==> src/rtl/skylark_pkg.sv <==
// Shared Skylark-V writeback types: register-file geometry and the delay-buffer entry.
package skylark_pkg;

    localparam int XLEN   = 32;
    localparam int REG_AW = 5;

    typedef struct packed {
        logic              we;
        logic [REG_AW-1:0] rd;
        logic [XLEN-1:0]   data;
    } wb_entry_t;

endpackage

==> src/rtl/wbb_fwd_match.sv <==
// Priority match of one register index against all delay-buffer stages.
// Lowest stage index is the youngest write and wins when several stages match.
module wbb_fwd_match
    import skylark_pkg::*;
#(
    parameter int DEPTH = 2
) (
    input  wb_entry_t         entries [DEPTH],
    input  logic [REG_AW-1:0] rs,
    output logic              hit,
    output logic [XLEN-1:0]   data
);

    always_comb begin
        hit  = 1'b0;
        data = '0;
        // Walk oldest to youngest so the youngest match overwrites last.
        for (int i = DEPTH - 1; i >= 0; i--) begin
            if (entries[i].we && (entries[i].rd == rs) && (rs != '0)) begin
                hit  = 1'b1;
                data = entries[i].data;
            end
        end
    end

endmodule

==> src/rtl/wb_delay_buf.sv <==
// DEPTH-stage writeback delay buffer carrying {we, rd, data} toward the register file.
// Define WBB_FWD_EN to build the per-stage forwarding match; otherwise fwd_hit*/fwd_data* tie to 0.
module wb_delay_buf #(
    parameter int DEPTH  = 2,
    parameter int XLEN   = 32,
    parameter int REG_AW = 5
) (
    input  logic                       clk,
    input  logic                       reset,
    input  logic                       stall,
    input  logic                       flush,
    input  logic                       in_we,
    input  logic [REG_AW-1:0]          in_rd,
    input  logic [XLEN-1:0]            in_data,
    output logic                       out_we,
    output logic [REG_AW-1:0]          out_rd,
    output logic [XLEN-1:0]            out_data,
    output logic [$clog2(DEPTH+1)-1:0] occ,
    input  logic [REG_AW-1:0]          fwd_rs1,
    input  logic [REG_AW-1:0]          fwd_rs2,
    output logic                       fwd_hit1,
    output logic [XLEN-1:0]            fwd_data1,
    output logic                       fwd_hit2,
    output logic [XLEN-1:0]            fwd_data2
);

    import skylark_pkg::wb_entry_t;

    localparam int OCC_W = $clog2(DEPTH + 1);

    if (DEPTH < 1) begin : g_bad_depth
        $error("wb_delay_buf: DEPTH must be at least 1");
    end
    // The entry struct is fixed by the package, so the widths must agree with it.
    if (XLEN != skylark_pkg::XLEN || REG_AW != skylark_pkg::REG_AW) begin : g_bad_width
        $error("wb_delay_buf: XLEN/REG_AW must match skylark_pkg");
    end

    wb_entry_t        stage_q [DEPTH];
    wb_entry_t        stage_d [DEPTH];
    logic [OCC_W-1:0] occ_q;
    logic [OCC_W-1:0] occ_d;

    always_comb begin
        stage_d = stage_q;
        if (flush) begin
            for (int i = 0; i < DEPTH; i++) begin
                stage_d[i] = '0;
            end
        end else if (!stall) begin
            stage_d[0].we   = in_we & (in_rd != '0);
            stage_d[0].rd   = in_rd;
            stage_d[0].data = in_data;
            for (int i = 1; i < DEPTH; i++) begin
                stage_d[i] = stage_q[i-1];
            end
        end

        occ_d = '0;
        for (int i = 0; i < DEPTH; i++) begin
            occ_d = occ_d + OCC_W'(stage_d[i].we);
        end
    end

    always_ff @(posedge clk or posedge reset) begin
        if (reset) begin
            for (int i = 0; i < DEPTH; i++) begin
                stage_q[i] <= '0;
            end
            occ_q <= '0;
        end else begin
            stage_q <= stage_d;
            occ_q   <= occ_d;
        end
    end

    assign out_we   = stage_q[DEPTH-1].we;
    assign out_rd   = stage_q[DEPTH-1].rd;
    assign out_data = stage_q[DEPTH-1].data;
    assign occ      = occ_q;

`ifdef WBB_FWD_EN
    wbb_fwd_match #(.DEPTH(DEPTH)) u_fwd1 (
        .entries (stage_q),
        .rs      (fwd_rs1),
        .hit     (fwd_hit1),
        .data    (fwd_data1)
    );

    wbb_fwd_match #(.DEPTH(DEPTH)) u_fwd2 (
        .entries (stage_q),
        .rs      (fwd_rs2),
        .hit     (fwd_hit2),
        .data    (fwd_data2)
    );
`else
    logic unused_fwd_rs;
    assign unused_fwd_rs = ^{fwd_rs1, fwd_rs2};

    assign fwd_hit1  = 1'b0;
    assign fwd_data1 = '0;
    assign fwd_hit2  = 1'b0;
    assign fwd_data2 = '0;
`endif

endmodule

==> config.mk <==
export PLATFORM = sky130hd
export DESIGN_NAME = wb_delay_buf
export DESIGN_NICKNAME = d
export VERILOG_FILES = /design/src/rtl/skylark_pkg.sv /design/src/rtl/wbb_fwd_match.sv /design/src/rtl/wb_delay_buf.sv
export SDC_FILE = /design/constraint.sdc
export NUM_CORES = 1
export LEC_CHECK = 0
export BUFFER_PORTS_ARGS = -buffer_cell sky130_fd_sc_hd__buf_2
export CORE_MARGIN = 8
export CORE_UTILIZATION = 32
export DETAILED_ROUTE_END_ITERATION = 8
export REMOVE_ABC_BUFFERS = 1
export SKIP_LAST_GASP = 1
export SYNTH_ARGS = -nofsm -noshare
export SYNTH_HDL_FRONTEND = slang
export SYNTH_HIERARCHICAL = 1
export SYNTH_SLANG_ARGS = --single-unit
==> constraint.sdc <==
create_clock -name clk -period 2.5 [get_ports clk]
set_input_delay 0.5 -clock clk [delete_from_list [all_inputs] [get_ports clk]]
set_output_delay 0.5 -clock clk [all_outputs]
set_load 0.01 [all_outputs]
# ---- After elaboration in Yosys (flattened, before gate mapping)
# Cells that the tools add are included.
dict set report op_classes {
  n_reduce_logical 1
  eq_ne 1
  addsub 1
  mux 2
  bitwise 1
}
# op n
set ops {}
lappend ops {{76-bit 2-to-1 mux} 2}
lappend ops {{5-bit nonzero test} 1}
lappend ops {{1-bit by 1-bit adder with 2-bit output} 1}
lappend ops {{2-bit by 1-bit inequality test with 1-bit output (second input constant)} 1}
lappend ops {{1-bit bitwise AND} 1}
dict set report totals {
  input_bits 52
  reg_bits 78
}

# ---- Longest topological paths before layout
dict set report depth {
  depth_word 5
  ltp_mapped 6
  mapped_depth_nobuf 4
}

# ---- Worst setup path before layout
# Ideal clock, no wire load.
dict set report synth_path {
  path_type {input to register}
  startpoint {in in_rd[2]}
  endpoint {reg occ_q[0] (netlist: occ[0])}
  path_buffers 0
  setup_time_ns 0.126
  setup_slack_ns 0.910
  required_time_ns 2.374
  arrival_ns 1.464
  stages 4
  path_cell_list {or4_1 > o21ai_1 > a21oi_1 > ha_1}
}
# element line_no
set synth_lines {}
lappend synth_lines {{start, declared} wb_delay_buf.sv:13} ;# input logic [REG_AW-1:0] in_rd,
lappend synth_lines {{end signal, assigned} wb_delay_buf.sv:70} ;# occ_q <= '0;
lappend synth_lines {{end signal, assigned} wb_delay_buf.sv:73} ;# occ_q <= occ_d;
lappend synth_lines {{end, declared} wb_delay_buf.sv:41} ;# logic [OCC_W-1:0] occ_q;

==> impl_metrics.py <==
metrics = {
    "status": {
        "status": "finished, final reports clean",
    },
    "floorplanning": {
        "initial_utilization_pct": 32.8,
        "io_pins": 158,
        "die_y_um": 127,
        "core_area_sq_mm": 0.0120,
        "floorplan.rows": 40,
        "die_outline_area_sq_mm": 0.0161,
        "die_x_um": 127,
    },
    "setup_path": {
        "critical_path.cell_chain": "buf_2 > or4_1 > o21ai_1 > a21oi_1 > ha_1",
        "cpMaxStageDelayCell": "sky130_fd_sc_hd__or4_1",
        "reg2reg_slack_ns": 1.51,
        "critical_path_data_arrival_time_ns": 1.64,
        "worstSetupEndpoint": "occ[0]",
        "worstSetupPathType": "in2reg",
        "cp.required_ns": 2.71,
        "worstSetupStartpointType": "input pin",
        "worstReg2RegStart": "out_we",
        "worst_setup_path_startpoint": "in_rd[2]",
        "cp_num_buf_inv": 1,
        "critical_path.max_stage_delay_ns": 0.52,
        "path_depth": 5,
        "register_to_register_path_depth": 3,
        "worst_path_dominant_cell_family": "simple AND/OR/NAND/NOR gates",
        "worstPathMaxFanout": 2,
        "crit-reg2reg-capture": "occ[0]",
        "endpoint_kind": "flop",
    },
    "final_layout": {
        "most_common_cell_after_layout_fill_and_taps_aside": "sky130_fd_sc_hd__buf_2",
        "fin_cells": 552,
        "synthesis_to_layout_area_growth_pct": 6.70,
        "fin_nets": 453,
        "antenna_diode_count": 0,
        "mostFrequentLayoutCells": "sky130_fd_sc_hd__buf_2, sky130_fd_sc_hd__dfrtp_1, sky130_fd_sc_hd__mux2i_1, sky130_fd_sc_hd__nor2_1, sky130_fd_sc_hd__conb_1",
        "layout_cells_sized_above_1_pct": 25.7,
    },
    "global_routing": {
        "grt_pass1_wl_mm": 11.7,
        "grt_pass1_vias": 2361,
        "maximum_number_of_pins_on_one_net_before_global_route_repair": 43,
        "grt.total_usage_pct": 9.04,
        "grt_antenna_before_repair": 0,
        "grt_remaining_overflow": 0,
    },
    "clocking": {
        "cts_num_sinks": 78,
        "insertion_delay_ns": 0.33,
        "htreeDepth": 3,
        "path_clk_slew_ns": 0.06,
        "cts_tree": "built",
        "clock_path_buffers": 2,
        "cts.hold.buffers_added": 0,
        "cts.root.buffer_cell": "sky130_fd_sc_hd__clkbuf_16",
        "cts_post_setup_buffers_inserted": 0,
        "cts_inserted_buffers": 9,
        "postCtsResizedCells": 0,
    },
    "power": {
        "clock_power_share_pct": 41.5,
        "switching_power_mw": 0.688,
        "comb_power_share_pct": 10.5,
        "power.total_mw": 2.81,
        "p_int_mw": 2.12,
        "pwr_density_cell_mw_per_mm2": 668,
        "peakVddDrop_uv": 413,
        "power_frac_seq_pct": 48.0,
        "leakage_nw": 2.41,
        "switching_share_pct": 24.5,
    },
    "timing": {
        "post-route-period-util_pct": 57.1,
        "setup_ws_ns": 1.07,
        "finalHoldViolations": 0,
        "final_period_demand_of_the_worst_path_ns": 1.43,
        "rsz_0062_raised_after_global_routing": "false",
        "finalSetupViolCount": 0,
        "timing_max_transition_violations_final": 0,
        "max-slew-margin-rel_pct": 65.3,
        "skew_ns": 0.00265,
        "fin_setup_tns_ns": 0,
        "maximum_frequency_from_static_timing_analysis_mhz": 701,
        "tightest_pin_transition_ns": 0.520,
    },
    "synth": {
        "syn-cell-area_sq_mm": 0.00394,
        "netlist.top_cell.by_area": "sky130_fd_sc_hd__dfrtp_1",
        "ys_ff_latch": 78,
        "synthesis.instances": 356,
        "seq_area_frac_synth_pct": 49.6,
        "yosysUniqueCellTypes": 17,
        "avgSynthCellArea_sq_um": 11.1,
        "post-synth-top-area-fraction_pct": 49.6,
        "synth.top_cells.by_area": "sky130_fd_sc_hd__dfrtp_1, sky130_fd_sc_hd__buf_4, sky130_fd_sc_hd__mux2i_1",
        "synth.yosys.warnings": 6,
    },
    "detailed_routing": {
        "post_drt_wl_per_cell_um": 12.9,
        "drc_errors": 0,
        "vias": 2234,
        "dr.pass1.iters": 4,
        "wl_mm": 7.11,
        "avgViaCountPerCell": 4.05,
        "antenna_left": 0,
        "detailedRoute.firstIterationViolations": 78,
    },
    "place": {
        "dp_worst_setup_slack_ns": 0.708,
        "place_hpwl_mm": 5.37,
        "io_buffers": 81,
        "gpl.final_weighted_congestion": 0.656,
        "placedCellCount": 536,
    },
    "run": {
        "max-cap-violations": 0,
    },
    "hold_path": {
        "hold_path.class": "in2async",
    },
}
-- sequential cells by signal (all words and copies together), names as in the netlist --
| signal | flops |
|---|---|
| occ | 2 |
| out_rd | 5 |
| stage_q | 38 |
| out_we | 1 |
| out_data | 32 |
-- cells in the mapped netlist --
| master | n |
|---|---|
| sky130_fd_sc_hd__buf_4 | 107 |
| sky130_fd_sc_hd__dfrtp_1 | 78 |
| sky130_fd_sc_hd__mux2i_1 | 75 |
| sky130_fd_sc_hd__nor2_1 | 75 |
| sky130_fd_sc_hd__clkbuf_1 | 6 |
| sky130_fd_sc_hd__buf_8 | 4 |
| sky130_fd_sc_hd__a21oi_1 | 1 |
| sky130_fd_sc_hd__buf_1 | 1 |
| sky130_fd_sc_hd__buf_2 | 1 |
| sky130_fd_sc_hd__buf_6 | 1 |
| sky130_fd_sc_hd__conb_1 | 1 |
| sky130_fd_sc_hd__ha_1 | 1 |
| sky130_fd_sc_hd__inv_1 | 1 |
| sky130_fd_sc_hd__nand2_1 | 1 |
| sky130_fd_sc_hd__nor2b_1 | 1 |
| sky130_fd_sc_hd__o21ai_1 | 1 |
| sky130_fd_sc_hd__or4_1 | 1 |
-- power by group through the flow --
stage	combinational [mW]	clock [mW]	sequential, mW
after floorplan	0.153	0	1.38
after global placement	0.292	0	1.37
after detailed placement	0.300	0	1.37
after CTS	0.300	1.21	1.35
after global routing	0.336	1.26	1.35
final	0.296	1.16	1.35
-- worst register-to-register path, cell delays in order, from the launching register on --
cell and delay [ns]:
sky130_fd_sc_hd__dfrtp_1 0.38, sky130_fd_sc_hd__mux2i_1 0.13, sky130_fd_sc_hd__nor2_1 0.07, sky130_fd_sc_hd__ha_1 0.29
-- layer usage --
layer | up-vias | global-route usage [%] | routed length, um
met5 | - | 0 | 0
met4 | 0 | 3.36 | 109
met3 | 8 | 4.86 | 788
met2 | 96 | 14.6 | 3320
met1 | 1071 | 9.83 | 2900
li1 | 1059 | - | -
-- metrics by stage --
step | utilization (%) | instance area, sq um | hold WS [ns]
finish | 35.0 | 4200 | 0.261
global route | 35.0 | 4200 | 0.298
CTS | 35.0 | 4200 | 0.268
detailed placement | 32.8 | 3930 | 0.508
global placement | 32.8 | 3930 | 0.497
floorplan | - | 3280 | 0.486
-- final cells by class --
| cell class | instances | area, sq um |
|---|---|---|
| Clock buffer | 11 | 243 |
| Clock inverter | 5 | 25.0 |
| Timing Repair Buffer | 88 | 473 |
| Fill cell | 1236 | 7810 |
| Inverter | 1 | 5.00 |
| Tap cell | 147 | 184 |
| Sequential cell | 78 | 1950 |
| Multi-Input combinational cell | 222 | 1320 |
-- cells by family (layout without fill, tap and decap cells) --
| group | after synthesis | count (layout) | share of synthesized area, % |
|---|---|---|---|
| DFF | 78 | 78 | 49.6 |
| muxes | 75 | 75 | 19.1 |
| buffers and inverters | 121 | 105 | 23.1 |
| adders and majority gates | 1 | 1 | 0.318 |
| other | 1 | 66 | 0.0952 |
| AOI/OAI and AO/OA | 2 | 2 | 0.254 |
| and+or+nand+nor | 78 | 78 | 7.59 |
-- worst min-delay path by stage --
stage / start / to / slack (ns) / depth (start not counted)
2_1_floorplan: stage_q[38] / out_data[0] / 0.49 / 2
4_1_cts: reset / out_data[5] / 0.27 / 3
6_report: reset / stage_q[67] / 0.26 / 3
3_3_place_gp: stage_q[68] / out_data[30] / 0.50 / 2
3_5_place_dp: out_data[9] / out_data[9] / 0.51 / 2
5_1_grt: reset / stage_q[67] / 0.30 / 3
Power figures use the tool's default switching activity.
